File: src/rtl/mem_arbiter_if.sv
// Bundle of the two requester ports and the single-port memory strobes
// shared by the arbiter and whatever drives it.
interface mem_arbiter_if;
  logic       r0_req, r1_req;
  logic       r0_we, r1_we;
  logic [9:0] r0_addr, r1_addr;
  logic [7:0] r0_wdata, r1_wdata;
  logic       r0_ack, r1_ack;
  logic [7:0] r0_rdata, r1_rdata;
  logic       busy;
  logic       MRead_request, MWrite_request;
  logic [9:0] read_adress, write_adress;
  logic [7:0] write_data;
  logic [7:0] read_data;

  modport slave (
    input  r0_req, r1_req, r0_we, r1_we, r0_addr, r1_addr, r0_wdata, r1_wdata,
    input  read_data,
    output r0_ack, r1_ack, r0_rdata, r1_rdata, busy,
    output MRead_request, MWrite_request, read_adress, write_adress, write_data
  );

  modport master (
    output r0_req, r1_req, r0_we, r1_we, r0_addr, r1_addr, r0_wdata, r1_wdata,
    output read_data,
    input  r0_ack, r1_ack, r0_rdata, r1_rdata, busy,
    input  MRead_request, MWrite_request, read_adress, write_adress, write_data
  );
endinterface

File: src/rtl/mem_arbiter.sv
// Two-requester round-robin arbiter in front of a single memory port with a
// fixed read latency of READ_LAT cycles (1..3).
module mem_arbiter #(
  parameter int READ_LAT = 1
) (
  input  logic          clk,
  input  logic          rst,
  mem_arbiter_if.slave  bus
);

  typedef enum logic [1:0] {IDLE, ISSUE, WAIT, DONE} state_t;

  localparam logic [1:0] LAT_LAST = 2'(READ_LAT - 1);

  state_t     state_q, state_d;
  logic       ptr_q, ptr_d;
  logic [1:0] cnt_q, cnt_d;
  logic       id_q, id_d;
  logic       we_q, we_d;
  logic [9:0] rd_addr_q, rd_addr_d;
  logic [9:0] wr_addr_q, wr_addr_d;
  logic [7:0] wdata_q, wdata_d;
  logic [7:0] r0_rdata_q, r0_rdata_d;
  logic [7:0] r1_rdata_q, r1_rdata_d;

  logic       gnt;
  logic       sel_we;
  logic [9:0] sel_addr;
  logic [7:0] sel_wdata;

  always_comb begin
    state_d    = state_q;
    ptr_d      = ptr_q;
    cnt_d      = cnt_q;
    id_d       = id_q;
    we_d       = we_q;
    rd_addr_d  = rd_addr_q;
    wr_addr_d  = wr_addr_q;
    wdata_d    = wdata_q;
    r0_rdata_d = r0_rdata_q;
    r1_rdata_d = r1_rdata_q;
    // Preferred requester wins only on a tie; a lone requester always wins.
    gnt        = (bus.r0_req && bus.r1_req) ? ptr_q : bus.r1_req;
    sel_we     = gnt ? bus.r1_we    : bus.r0_we;
    sel_addr   = gnt ? bus.r1_addr  : bus.r0_addr;
    sel_wdata  = gnt ? bus.r1_wdata : bus.r0_wdata;

    case (state_q)
      IDLE: begin
        if (bus.r0_req || bus.r1_req) begin
          id_d = gnt;
          we_d = sel_we;
          if (sel_we) begin
            wr_addr_d = sel_addr;
            wdata_d   = sel_wdata;
          end else begin
            rd_addr_d = sel_addr;
          end
          state_d = ISSUE;
        end
      end
      ISSUE: begin
        cnt_d   = 2'd0;
        state_d = we_q ? DONE : WAIT;
      end
      WAIT: begin
        if (cnt_q == LAT_LAST) begin
          if (id_q) r1_rdata_d = bus.read_data;
          else      r0_rdata_d = bus.read_data;
          cnt_d   = 2'd0;
          state_d = DONE;
        end else begin
          cnt_d = cnt_q + 2'd1;
        end
      end
      DONE: begin
        ptr_d   = ~id_q;
        state_d = IDLE;
      end
      default: state_d = IDLE;
    endcase
  end

  always_ff @(posedge clk or negedge rst) begin
    if (!rst) begin
      state_q    <= IDLE;
      ptr_q      <= 1'b0;
      cnt_q      <= 2'd0;
      id_q       <= 1'b0;
      we_q       <= 1'b0;
      rd_addr_q  <= '0;
      wr_addr_q  <= '0;
      wdata_q    <= '0;
      r0_rdata_q <= '0;
      r1_rdata_q <= '0;
    end else begin
      state_q    <= state_d;
      ptr_q      <= ptr_d;
      cnt_q      <= cnt_d;
      id_q       <= id_d;
      we_q       <= we_d;
      rd_addr_q  <= rd_addr_d;
      wr_addr_q  <= wr_addr_d;
      wdata_q    <= wdata_d;
      r0_rdata_q <= r0_rdata_d;
      r1_rdata_q <= r1_rdata_d;
    end
  end

  // Strobes and acks decode straight from the state so reset kills them at once.
  assign bus.MWrite_request = (state_q == ISSUE) &&  we_q;
  assign bus.MRead_request  = (state_q == ISSUE) && !we_q;
  assign bus.r0_ack         = (state_q == DONE)  && !id_q;
  assign bus.r1_ack         = (state_q == DONE)  &&  id_q;
  assign bus.busy           = (state_q != IDLE);
  assign bus.read_adress    = rd_addr_q;
  assign bus.write_adress   = wr_addr_q;
  assign bus.write_data     = wdata_q;
  assign bus.r0_rdata       = r0_rdata_q;
  assign bus.r1_rdata       = r1_rdata_q;

endmodule
File: src/flat_wrapper.sv
// flat-port wrapper written by rule: the top's interface ports become plain ports
module mem_arbiter_flat 
#(
  parameter int READ_LAT = 1
)
  (clk, rst, bus_r0_req, bus_r1_req, bus_r0_we, bus_r1_we, bus_r0_addr, bus_r1_addr, bus_r0_wdata, bus_r1_wdata, bus_read_data, bus_r0_ack, bus_r1_ack, bus_r0_rdata, bus_r1_rdata, bus_busy, bus_MRead_request, bus_MWrite_request, bus_read_adress, bus_write_adress, bus_write_data);
  mem_arbiter_if bus_i ();
  input  logic clk;
  input  logic rst;
  input wire logic [$bits(bus_i.r0_req)-1:0] bus_r0_req;
  input wire logic [$bits(bus_i.r1_req)-1:0] bus_r1_req;
  input wire logic [$bits(bus_i.r0_we)-1:0] bus_r0_we;
  input wire logic [$bits(bus_i.r1_we)-1:0] bus_r1_we;
  input wire logic [$bits(bus_i.r0_addr)-1:0] bus_r0_addr;
  input wire logic [$bits(bus_i.r1_addr)-1:0] bus_r1_addr;
  input wire logic [$bits(bus_i.r0_wdata)-1:0] bus_r0_wdata;
  input wire logic [$bits(bus_i.r1_wdata)-1:0] bus_r1_wdata;
  input wire logic [$bits(bus_i.read_data)-1:0] bus_read_data;
  output wire logic [$bits(bus_i.r0_ack)-1:0] bus_r0_ack;
  output wire logic [$bits(bus_i.r1_ack)-1:0] bus_r1_ack;
  output wire logic [$bits(bus_i.r0_rdata)-1:0] bus_r0_rdata;
  output wire logic [$bits(bus_i.r1_rdata)-1:0] bus_r1_rdata;
  output wire logic [$bits(bus_i.busy)-1:0] bus_busy;
  output wire logic [$bits(bus_i.MRead_request)-1:0] bus_MRead_request;
  output wire logic [$bits(bus_i.MWrite_request)-1:0] bus_MWrite_request;
  output wire logic [$bits(bus_i.read_adress)-1:0] bus_read_adress;
  output wire logic [$bits(bus_i.write_adress)-1:0] bus_write_adress;
  output wire logic [$bits(bus_i.write_data)-1:0] bus_write_data;
  assign bus_i.r0_req = bus_r0_req;
  assign bus_i.r1_req = bus_r1_req;
  assign bus_i.r0_we = bus_r0_we;
  assign bus_i.r1_we = bus_r1_we;
  assign bus_i.r0_addr = bus_r0_addr;
  assign bus_i.r1_addr = bus_r1_addr;
  assign bus_i.r0_wdata = bus_r0_wdata;
  assign bus_i.r1_wdata = bus_r1_wdata;
  assign bus_i.read_data = bus_read_data;
  assign bus_r0_ack = bus_i.r0_ack;
  assign bus_r1_ack = bus_i.r1_ack;
  assign bus_r0_rdata = bus_i.r0_rdata;
  assign bus_r1_rdata = bus_i.r1_rdata;
  assign bus_busy = bus_i.busy;
  assign bus_MRead_request = bus_i.MRead_request;
  assign bus_MWrite_request = bus_i.MWrite_request;
  assign bus_read_adress = bus_i.read_adress;
  assign bus_write_adress = bus_i.write_adress;
  assign bus_write_data = bus_i.write_data;
  mem_arbiter #(.READ_LAT(READ_LAT)) u_core (.clk(clk), .rst(rst), .bus(bus_i));
endmodule
File: config.mk
export PLATFORM = sky130hd
export DESIGN_NAME = mem_arbiter_flat
export DESIGN_NICKNAME = d
export VERILOG_FILES = /design/src/rtl/mem_arbiter_if.sv /design/src/rtl/mem_arbiter.sv /design/src/flat_wrapper.sv
export SDC_FILE = /design/constraint.sdc
export NUM_CORES = 1
export LEC_CHECK = 0
export ABC_AREA = 1
export BUFFER_PORTS_ARGS = -buffer_cell sky130_fd_sc_hd__buf_4
export CORE_UTILIZATION = 48
export CTS_CLUSTER_SIZE = 8
export DETAILED_ROUTE_END_ITERATION = 10
export PLACE_DENSITY = 0.86
export SLEW_MARGIN = 40
export SYNTH_ARGS = -nofsm -noshare
export SYNTH_HDL_FRONTEND = slang
export SYNTH_SLANG_ARGS = --single-unit
export TNS_END_PERCENT = 50
File: constraint.sdc
create_clock -name clk -period 1.62 [get_ports clk]
set_input_delay 0.162 -clock clk [delete_from_list [all_inputs] [get_ports clk]]
set_output_delay 0.162 -clock clk [all_outputs]
set_load 0.05 [all_outputs]
==> out/qor.csv, run 1 <==
stage,metric,value,unit
run_status,outcome,finished clean,
grt,largest net degree at the start of global routing,52,
placed_design,DP Worst Slack,0.04054,ns
placed_design,Detailed Place HPWL,4510,um
synth,Synth area leaders,"dfrtp_1 (52%), nand2_1 (18%), nand3_1 (11%), o21ai_0 (4.7%), ha_1 (3.6%)",
grt,vias in the first global route,2250,
synth,Syn Std Cell Area,0.002462,mm^2
power,PwrDens,2345,mW/mm^2
synth,top-area cell type share of the netlist area,51.83,%
floorplanning,Die W,73.63,um
placed_design,dpl cell area,0.003252,mm^2
sta,clk_skew,0.007707,ns
critical_path,worst-path cell chain,"inv_2, ha_4, clkinvlp_4, nor2_4, buf_12, buf_4, nand3_1, nand2_1",
layout,filler instances,379,
synth,Syn Nets,355,
critical_path,"Req. time, crit path",1.86,ns
route,routed wire length per instance,13.89,um
sta,Final Cycle Share,96.13,%
grt,initial antenna violation count,0,
sta,final setup margin,0.06267,ns
route,via count,2490,
synth,post-synthesis register bit count,51,
sta,minimum clock period,1.557,ns
floorplanning,num rows,25,
route,Routed Antenna Nets,0,
route,iteration count of the initial detailed-routing pass,5,
grt,global-route wire length before repair,9756,um
grt,gr usage total,23.19,%
min_path,Min-Delay Path Class,in -> reg,
sta,setup-violating endpoint count in the final report,0,
sta,hold slack,0.1387,ns
job,max-cap violations,0,
cts,clk sinks,51,
cts,number of buffers created by CTS,5,
layout,Layout area overhead,41.77,%
cts,clock buffer depth,2,
critical_path,Crit Path Max Fanout,10,
synth,Cells after Synth,298,
sta,max-slew violations,0,
route,final routed DRC violation total,0,
layout,"Core Util, Final",72.47,%
sta,worst slew pin tran,0.6280,ns
route,vias per cell,5.242,
layout,final net count,464,
critical_path,Setup crit end kind,flip-flop,
critical_path,Critical Path AT,1.79,ns
power,P_leak,0.001956,uW
floorplanning,starting density of the core,51.12,%
critical_path,critical path's largest stage delay,0.43,ns
power,Peak VDD IR,1.441,mV
sta,Rel. slew slack,58.13,%
synth,"area leader, netlist",dfrtp_1,
synth,Mapped Avg Cell Area,8.263,um^2
floorplanning,Die Ht,73.63,um
sta,FMAX,642.1,MHz
critical_path,CP startpoint kind,flip-flop,
cts,Root Buffer,clkbuf_8,
cts,CTS tree,built,
critical_path,"Slowest-stage cell, CP",dfrtp_1,
cts,clk_lat worst skew,0.29,ns
synth,Synth cell types,17,
route,Post-Route WL,6599,um
synth,sequential area share after synthesis,51.83,%
layout,diodes inserted,0,
floorplanning,Core Area,0.004817,mm^2
route,DR iter-0 viols,181,
layout,share of cells above drive strength 1,33.33,%
floorplanning,I/O Pins,99,
sta,"Hold Vio Cnt, Final",0,
grt,gr ovfl total,0,
layout,final instance area,0.003491,mm^2
cts,htree depth,2,
critical_path,Crit Path Category,reg -> reg,
synth,Ys Warns,0,
placed_design,Port Buffers,98,
placed_design,GPL Wtd Cong,0.7639,
floorplanning,die area,0.005421,mm^2
placed_design,Placed Cells,456,
layout,Finished Layout Cells,475,
cts,"Reg clk slew, reported paths",0.09,ns
==> placed cells by master (no fill, tap or decap), types with 2 or more instances in the layout <==
cell and instances:
dfrtp_1 51, inv_2 2, inv_1 19, nor2_1 2
a21oi_1 2, ha_1 6, nand3_2 2, buf_4 109
o21ai_0 23, clkbuf_8 5, nand2_2 3, nand2_4 3
nand3_1 53, nand3_4 3, nand2_1 115
==> repair_timing <==
item                                    CTS  global route
hold buffers                              1             0
endpoints found under the hold margin    51             0
buffers inserted                          0             7
endpoints found under the setup margin    0            29
gates resized for setup                   0             5
==> worst max-delay path: cells and delay by family (launching register included) <==
kind                       cells  cell delay [ns]
and+or+nand+nor                3             0.35
DFF                            1             0.43
buffers and inverters          4             0.55
adders and majority gates      1             0.17
==> area by class of cell <==
cell class | instances | area (um^2) | share of cell area, %
clock buffers | 5 | 68.82 | 1.971
clock inverters | 3 | 43.79 | 1.254
inverters | 22 | 86.33 | 2.473
multi-input cells | 215 | 1072 | 30.72
flip-flops and latches | 51 | 1276 | 36.56
well taps | 67 | 83.83 | 2.401
repair buffers | 112 | 859.6 | 24.62
==> cells in the mapped netlist <==
cell type  number
a21oi_1         2
inv_1          22
nor2_4          1
nand3_1        53
buf_2           4
o21ai_0        23
clkbuf_1        2
nand2_4         2
dfrtp_1        51
nand3_4         2
nor2_2          1
nand2_1       117
nand2_2         2
nor2_1          2
buf_4           4
buf_6           3
ha_1            7
==> path summary, 6_finish.rpt <==
check / startpoint / end / slack [ns] / depth (start not counted)
setup / recovery: u_core.state_q[1]$_DFFE_PN0P_ / u_core.bus.write_adress[9]$_DFFE_PN0P_ / 0.06 / 8
hold / removal: bus_read_data[6] / u_core.bus.r0_rdata[6]$_DFFE_PN0P_ / 0.14 / 3
setup reg to reg: u_core.state_q[1]$_DFFE_PN0P_ / u_core.bus.write_adress[9]$_DFFE_PN0P_ / 0.06 / 8
hold reg to reg: u_core.bus.read_adress[0]$_DFFE_PN0P_ / u_core.bus.read_adress[0]$_DFFE_PN0P_ / 0.48 / 2
max in group asynchronous: rst / u_core.bus.read_adress[0]$_DFFE_PN0P_ / 0.76 / 2
min in group asynchronous: rst / u_core.bus.write_adress[2]$_DFFE_PN0P_ / 0.41 / 2
==> layer usage <==
layer  vias up  global-route usage (%)  share of wire, %
li1       1176                       -                 -
met1      1181                   27.16                39
met2       119                   41.79                51
met3        14                   5.487               8.1
met4         0                   7.265               1.7
met5         -                       0                 0
==> cells by family (layout without fill, tap and decap cells) <==
family | after synthesis | in the layout | share of synthesized area [%]
adders and majority gates | 7 | 7 | 3.557
AOI/OAI and AO/OA | 25 | 25 | 5.081
buffers and inverters | 35 | 142 | 7.063
and+or+nand+nor | 180 | 183 | 32.47
DFF | 51 | 51 | 51.83
==> per-stage QoR <==
| step | power, uW | setup TNS [ns] |
|---|---|---|
| floorplan | 5593 | -0.1955 |
| global placement | 6952 | 0 |
| detailed placement | 7076 | 0 |
| finish | 8186 | 0 |
| CTS | 7955 | 0 |
| global route | 8638 | -0.05908 |
==> where the power goes <==
group          leakage, uW  internal [uW]  total (uW)  switching, uW
clock            0.0000581            460         869            409
sequential        0.000643           1890        2280            386
combinational      0.00126           1550        5040           3490
==> sequential cells by signal, summed over array words and instances (netlist names), 2 cells and up <==
signal and flops:
u_core.cnt_q 2, u_core.state_q 2, u_core.bus.read_adress 10, u_core.bus.r1_rdata 8, u_core.bus.r0_rdata 8, u_core.bus.write_adress 10, u_core.bus.write_data 8
Note: power is estimated with default switching activity, not from simulation.
==> run 2: changes to the inputs <==
--- a/config.mk
+++ b/config.mk
@@ -7,6 +7,7 @@
 export LEC_CHECK = 0
 export ABC_AREA = 1
 export BUFFER_PORTS_ARGS = -buffer_cell sky130_fd_sc_hd__buf_4
+export CORE_ASPECT_RATIO = 0.5
 export CORE_UTILIZATION = 48
 export CTS_CLUSTER_SIZE = 8
 export DETAILED_ROUTE_END_ITERATION = 10
==> run 2 against run 1 <==
Compared with the run above:
- maximum frequency up 0.25%
- global-route usage increased by 1.4 points
- combinational power down 2%
- sequential cell count did not move
- clock power shrank 13%
- first-iteration DRC count decreased by 23%
- worst setup slack improved by 0.0039 ns
- final cell count is 1.1% lower
- via count shrank 5.1%
- sequential share of layout area increased by 0.65 points
- register-to-register slack improved by 0.03 ns
- sequential power about the same
==> out/qor.csv, run 2 (same netlist as run 1, synthesis figures left out) <==
stage,metric,value,unit,change
grt,initial antenna violation count,0,,unchanged
critical_path,"Req. time, crit path",1.46,ns,was 1.86 ns
sta,RSZ-0062 raised after global routing,true,,
critical_path,Setup crit end kind,output pin,,was flip-flop
critical_path,worst-path cell chain,"buf_4, ha_1, nand2_1, inv_1, buf_4",,"was inv_2, ha_4, clkinvlp_4, nor2_4, buf_12, buf_4, nand3_1, nand2_1"
sta,setup TNS,0,ns,unchanged
floorplanning,Core Area,0.004658,mm^2,was 0.004817 mm^2
route,iteration count of the initial detailed-routing pass,4,,was 5
critical_path,reg2reg end,u_core.we_q$_DFFE_PN0P_,,was u_core.bus.write_adress[9]$_DFFE_PN0P_
floorplanning,Die W,103.3,um,was 73.63 um
placed_design,GPL Wtd Cong,0.8449,,was 0.7639
placed_design,Port Buffers,98,,unchanged
power,Reg power frac,28.6,%,was 27.8%
route,final routed DRC violation total,0,,unchanged
grt,global-route wire length before repair,10030,um,was 9756 um
cts,Root Buffer,clkbuf_8,,unchanged
layout,"Core Util, Final",73.62,%,was 72.47%
placed_design,Detailed Place HPWL,4590,um,was 4510 um
critical_path,"Slowest-stage cell, CP",dfrtp_1,,unchanged
critical_path,"most used cell, CP",buf_4,,
power,PwrDens,2315,mW/mm^2,was 2345 mW/mm^2
layout,final instance area,0.003430,mm^2,was 0.003491 mm^2
cts,number of buffers created by CTS,5,,unchanged
critical_path,CP startpoint kind,flip-flop,,unchanged
critical_path,CP bufs+invs,3,,was 4
floorplanning,num rows,17,,was 25
grt,gr ovfl total,0,,unchanged
min_path,hold path cells,3,,unchanged
critical_path,Critical Path AT,1.39,ns,was 1.79 ns
floorplanning,starting density of the core,52.86,%,was 51.12%
power,Peak VDD IR,1.340,mV,was 1.441 mV
layout,"leading cell types in the layout, fill and taps excluded","nand2_1 (114), buf_4 (108), nand3_1 (53), dfrtp_1 (51), o21ai_0 (23)",,"was nand2_1 (115), buf_4 (109), nand3_1 (53), dfrtp_1 (51), o21ai_0 (23)"
power,Final Power,7940,uW,was 8186 uW
critical_path,FF-to-FF setup slack,0.09,ns,was 0.06 ns
cts,clk sinks,51,,unchanged
route,routed wire length per instance,13.33,um,was 13.89 um
layout,Layout area overhead,39.28,%,was 41.77%
cts,"Reg clk slew, reported paths",0.10,ns,was 0.09 ns
grt,vias in the first global route,2195,,was 2250
min_path,Min-Delay Path Class,in -> reg,,unchanged
route,DR iter-0 viols,140,,was 181
sta,"Hold Vio Cnt, Final",0,,unchanged
critical_path,Stages on worst setup path,5,,was 8
grt,largest net degree at the start of global routing,52,,unchanged
route,Routed Antenna Nets,0,,unchanged
sta,final setup margin,0.06659,ns,was 0.06267 ns
critical_path,Worst R2R Start,u_core.state_q[0]$_DFFE_PN0P_,,was u_core.state_q[1]$_DFFE_PN0P_
layout,diodes inserted,0,,unchanged
critical_path,Crit Path Max Fanout,3,,was 10
power,sw frac,53.56,%,was 52.36%
sta,minimum clock period,1.553,ns,was 1.557 ns
sta,setup-violating endpoint count in the final report,0,,unchanged
run_status,outcome,finished clean,,unchanged
placed_design,DP Worst Slack,0.01760,ns,was 0.04054 ns
sta,FMAX,643.7,MHz,was 642.1 MHz
sta,Rel. slew slack,57.76,%,was 58.13%
layout,filler instances,350,,was 379
layout,"commonest non-fill, non-tap cell in the layout",nand2_1,,unchanged
critical_path,Crit Path Category,reg -> out,,was reg -> reg
critical_path,critical path's largest stage delay,0.43,ns,about the same
min_path,hold endpoint,u_core.bus.r1_rdata[0]$_DFFE_PN0P_,,was u_core.bus.r0_rdata[6]$_DFFE_PN0P_
route,via count,2364,,was 2490
sta,max-slew violations,0,,unchanged
layout,final net count,460,,was 464
floorplanning,die area,0.005438,mm^2,was 0.005421 mm^2
sta,worst slew pin tran,0.6336,ns,was 0.6280 ns
cts,CTS tree,built,,unchanged
min_path,Worst Hold Launch,bus_read_data[0],,was bus_read_data[6]
cts,htree depth,2,,unchanged
route,vias per cell,5.030,,was 5.242
power,P_leak,0.001925,uW,was 0.001956 uW
placed_design,dpl cell area,0.003258,mm^2,was 0.003252 mm^2
route,Post-Route WL,6264,um,was 6599 um
power,Sw Pwr,4253,uW,was 4286 uW
floorplanning,Die Ht,52.65,um,was 73.63 um
power,Clk network pwr share,9.5,%,was 10.6%
job,max-cap violations,0,,unchanged
grt,gr usage total,24.63,%,was 23.19%
layout,share of cells above drive strength 1,32.92,%,was 33.33%
critical_path,crit-path leading delay family,flip-flops,,was buffers and inverters
floorplanning,I/O Pins,99,,unchanged
sta,Final Cycle Share,95.89,%,was 96.13%
critical_path,length in cells of the worst reg-to-reg path,8,,unchanged
power,Logic pwr share,61.9,%,was 61.6%
sta,clk_skew,0.008307,ns,was 0.007707 ns
cts,clock buffer depth,2,,unchanged
power,Power Internal,3687,uW,was 3900 uW
cts,clk_lat worst skew,0.32,ns,was 0.29 ns
[run 2: final cells by class]
| class | count | area (um^2) | share of cell area, % |
|---|---|---|---|
| Clock buffer | 5 | 68.82 | 2.007 |
| Timing Repair Buffer | 110 | 840.8 | 24.52 |
| Multi-Input combinational cell | 213 | 1055 | 30.76 |
| Sequential cell | 51 | 1276 | 37.21 |
| Clock inverter | 3 | 20.02 | 0.5837 |
| Tap cell | 66 | 82.58 | 2.408 |
| Inverter | 22 | 86.33 | 2.517 |
[run 2: power by group through the flow]
| stage | combinational (uW) | sequential (uW) | clock [uW] |
|---|---|---|---|
| finish | 4920 | 2270 | 757 |
| global route | 5280 | 2330 | 818 |
| CTS | 4790 | 2270 | 759 |
| detailed placement | 4800 | 2280 | 0 |
| global placement | 4670 | 2270 | 0 |
| floorplan | 1460 | 4130 | 0 |
[run 2: metal layers]
metal	track usage, %	vias up	part of all wire (%)
met5	0	-	0
met4	6.808	0	0.81
met3	5.600	6	7.0
met2	43.44	80	51
met1	30.75	1117	41
li1	-	1161	-
[run 2: metrics by stage]
stage               instances  hold WS (ns)
finish                    470        0.1069
global route              470        0.1259
CTS                       465        0.1123
detailed placement        456        0.2209
global placement          456        0.2160
floorplan                 298       -0.1336
[run 2: worst register-to-register path, delay by kind of cell (launching register included)]
kind | cells | cell delay, ns
adder cells (fa/ha/maj) | 1 | 0.16
flip-flops | 1 | 0.43
AND/OR/NAND/NOR | 3 | 0.35
buffers and inverters | 4 | 0.55
[run 2: how the worst max path moves through the flow]
stage	slack, ns	end	from
2_1_floorplan	-0.01	u_core.bus.write_adress[9]$_DFFE_PN0P_	u_core.state_q[1]$_DFFE_PN0P_
3_3_place_gp	0.12	u_core.bus.read_adress[0]$_DFFE_PN0P_	u_core.ptr_q$_DFFE_PN0N_
3_5_place_dp	0.02	u_core.bus.write_data[4]$_DFFE_PN0P_	u_core.state_q[0]$_DFFE_PN0P_
4_1_cts	0.02	u_core.bus.write_data[4]$_DFFE_PN0P_	u_core.state_q[0]$_DFFE_PN0P_
5_1_grt	-0.02	u_core.bus.write_data[3]$_DFFE_PN0P_	u_core.state_q[0]$_DFFE_PN0P_
6_report	0.07	bus_MWrite_request	u_core.state_q[0]$_DFFE_PN0P_
[run 2: what timing repair did]
item,in CTS,in global routing
setup buffers,0,4
resized for setup,0,5
endpoints found under the setup margin,0,28
endpoints found under the hold margin,51,0
hold buffers,1,0
==> run 3: changes to the inputs <==
--- a/config.mk
+++ b/config.mk
@@ -6,7 +6,7 @@
 export NUM_CORES = 1
 export LEC_CHECK = 0
 export ABC_AREA = 1
-export BUFFER_PORTS_ARGS = -buffer_cell sky130_fd_sc_hd__buf_4
+export BUFFER_PORTS_ARGS = -buffer_cell sky130_fd_sc_hd__buf_2
 export CORE_ASPECT_RATIO = 0.5
 export CORE_UTILIZATION = 48
 export CTS_CLUSTER_SIZE = 8
==> run 3 against run 2 <==
Compared with the run above:
- routed wire length grew 0.18%
- worst hold slack better by 0.0060 ns
- final cell count increased by 0.43%
- register-to-register slack is essentially flat
- final area fell by 6.8%
- clock power decreased by 4.9%
- critical path type unchanged
==> out/qor.csv, run 3 (same netlist as run 1, synthesis figures left out) <==
stage,metric,value,unit,change
run_status,outcome,finished clean,,unchanged
power,Peak VDD IR,1.291,mV,was 1.340 mV
grt,vias in the first global route,2296,,was 2195
route,Routed Antenna Nets,0,,unchanged
critical_path,Setup crit end kind,output pin,,unchanged
sta,RSZ-0062 raised after global routing,true,,unchanged
cts,clk_lat worst skew,0.31,ns,was 0.32 ns
grt,gr ovfl total,0,,unchanged
layout,final instance area,0.003196,mm^2,was 0.003430 mm^2
cts,clock buffer depth,2,,unchanged
grt,initial antenna violation count,0,,unchanged
placed_design,Placed Cells,458,,was 456
min_path,Min-Delay Path Class,in -> reg,,unchanged
sta,Final Cycle Share,96.37,%,was 95.89%
placed_design,GPL Wtd Cong,0.8549,,was 0.8449
sta,max-slew violations,0,,unchanged
critical_path,Crit Path Max Fanout,4,,was 3
route,DR iter-0 viols,153,,was 140
floorplanning,I/O Pins,99,,unchanged
cts,number of buffers created by CTS,5,,unchanged
layout,share of cells above drive strength 1,32.51,%,was 32.92%
route,via count,2396,,was 2364
route,Post-Route WL,6275,um,was 6264 um
cts,htree depth,2,,unchanged
layout,diodes inserted,0,,unchanged
sta,worst slew pin tran,0.6367,ns,was 0.6336 ns
cts,Root Buffer,clkbuf_8,,unchanged
route,final routed DRC violation total,0,,unchanged
critical_path,CP startpoint kind,flip-flop,,unchanged
layout,Finished Layout Cells,472,,was 470
placed_design,Detailed Place HPWL,4501,um,was 4590 um
sta,minimum clock period,1.561,ns,was 1.553 ns
route,routed wire length per instance,13.29,um,was 13.33 um
floorplanning,Core Area,0.004658,mm^2,unchanged
grt,gr usage total,24.88,%,was 24.63%
sta,"Hold Vio Cnt, Final",0,,unchanged
sta,hold slack,0.1129,ns,was 0.1069 ns
route,vias per cell,5.076,,was 5.030
sta,FMAX,640.5,MHz,was 643.7 MHz
power,P_leak,0.001870,uW,was 0.001925 uW
route,iteration count of the initial detailed-routing pass,4,,unchanged
cts,clk sinks,51,,unchanged
critical_path,"Req. time, crit path",1.46,ns,about the same
power,PwrDens,2355,mW/mm^2,was 2315 mW/mm^2
floorplanning,Die Ht,52.65,um,unchanged
floorplanning,die area,0.005438,mm^2,unchanged
sta,Rel. slew slack,57.55,%,was 57.76%
grt,global-route wire length before repair,10180,um,was 10030 um
layout,final net count,462,,was 460
sta,clk_skew,0.01024,ns,was 0.008307 ns
critical_path,Crit Path Category,reg -> out,,unchanged
layout,"commonest non-fill, non-tap cell in the layout",nand2_1,,unchanged
job,max-cap violations,0,,unchanged
layout,"leading cell types in the layout, fill and taps excluded","nand2_1 (116), buf_2 (96), nand3_1 (53), dfrtp_1 (51), o21ai_0 (23)",,"was nand2_1 (114), buf_4 (108), nand3_1 (53), dfrtp_1 (51), o21ai_0 (23)"
critical_path,Critical Path AT,1.40,ns,was 1.39 ns
placed_design,dpl cell area,0.003028,mm^2,was 0.003258 mm^2
floorplanning,Die W,103.3,um,unchanged
cts,CTS tree,built,,unchanged
layout,filler instances,382,,was 350
grt,largest net degree at the start of global routing,52,,unchanged
floorplanning,num rows,17,,unchanged
placed_design,Port Buffers,98,,unchanged
layout,Layout area overhead,29.78,%,was 39.28%
sta,setup-violating endpoint count in the final report,0,,unchanged
floorplanning,starting density of the core,52.86,%,unchanged
cts,"Reg clk slew, reported paths",0.09,ns,was 0.10 ns
## run 3: timing repair
action,in CTS,in global routing
pin swaps,1,2
hold buffers,1,0
setup buffers,0,4
endpoints found under the hold margin,51,0
cloned,0,1
gates resized for setup,0,6
endpoints found under the setup margin,2,30
## run 3: per-layer routing
metal / global-route usage [%] / wire length (um) / vias up / part of all wire [%]
li1: - / - / 1166 / -
met1: 29.45 / 2556 / 1109 / 41
met2: 44.00 / 3173 / 106 / 51
met3: 5.600 / 406 / 15 / 6.5
met4: 11.03 / 139 / 0 / 2.2
met5: 0 / 0 / - / 0
## run 3: area by class of cell
class                      count  area [um^2]  area share, %
tap                           66        82.58          2.584
timing repair buffer         112        615.6          19.26
sequential                    51         1276          39.94
inverter                      22        86.33          2.702
clock inverter                 2        12.51         0.3915
multi-input combinational    213         1050          32.85
clock buffer                   6        72.57          2.271
## run 3: where the power goes
part	internal (uW)	switching [uW]	leakage, uW	total [uW]
registers	1890	363	0.000643	2250
logic	1130	3420	0.00119	4550
clock network	303	417	0.0000412	720
## run 3: through the flow
stage | utilization (%) | worst slack, ns | power (uW) | setup TNS [ns]
floorplan | - | -0.01291 | 5593 | -0.1955
global placement | 65.00 | 0.1205 | 6523 | 0
detailed placement | 65.00 | 0.01935 | 6645 | 0
CTS | 67.04 | -0.007327 | 7387 | -0.007327
global route | 68.60 | -0.03054 | 7997 | -0.06587
finish | 68.60 | 0.05883 | 7524 | 0
## run 3: worst paths after layout
path | end | slack, ns | start | cells after the start
max in group asynchronous | u_core.bus.write_data[2]$_DFFE_PN0P_ | 0.70 | rst | 3
min in group asynchronous | u_core.bus.read_adress[4]$_DFFE_PN0P_ | 0.50 | rst | 3
worst max register to register | u_core.bus.read_adress[3]$_DFFE_PN0P_ | 0.09 | u_core.state_q[1]$_DFFE_PN0P_ | 8
worst max-delay path | bus_MRead_request | 0.06 | u_core.state_q[1]$_DFFE_PN0P_ | 5
worst min register to register | u_core.bus.write_data[2]$_DFFE_PN0P_ | 0.48 | u_core.bus.write_data[2]$_DFFE_PN0P_ | 2
worst min-delay path | u_core.bus.r0_rdata[5]$_DFFE_PN0P_ | 0.11 | bus_read_data[5] | 3
## run 3: worst max-delay path: stages (launching register included)
cell,delay (ns)
dfrtp_1,0.44
inv_2,0.13
ha_1,0.19
inv_1,0.05
nor2_1,0.07
clkbuf_4,0.23
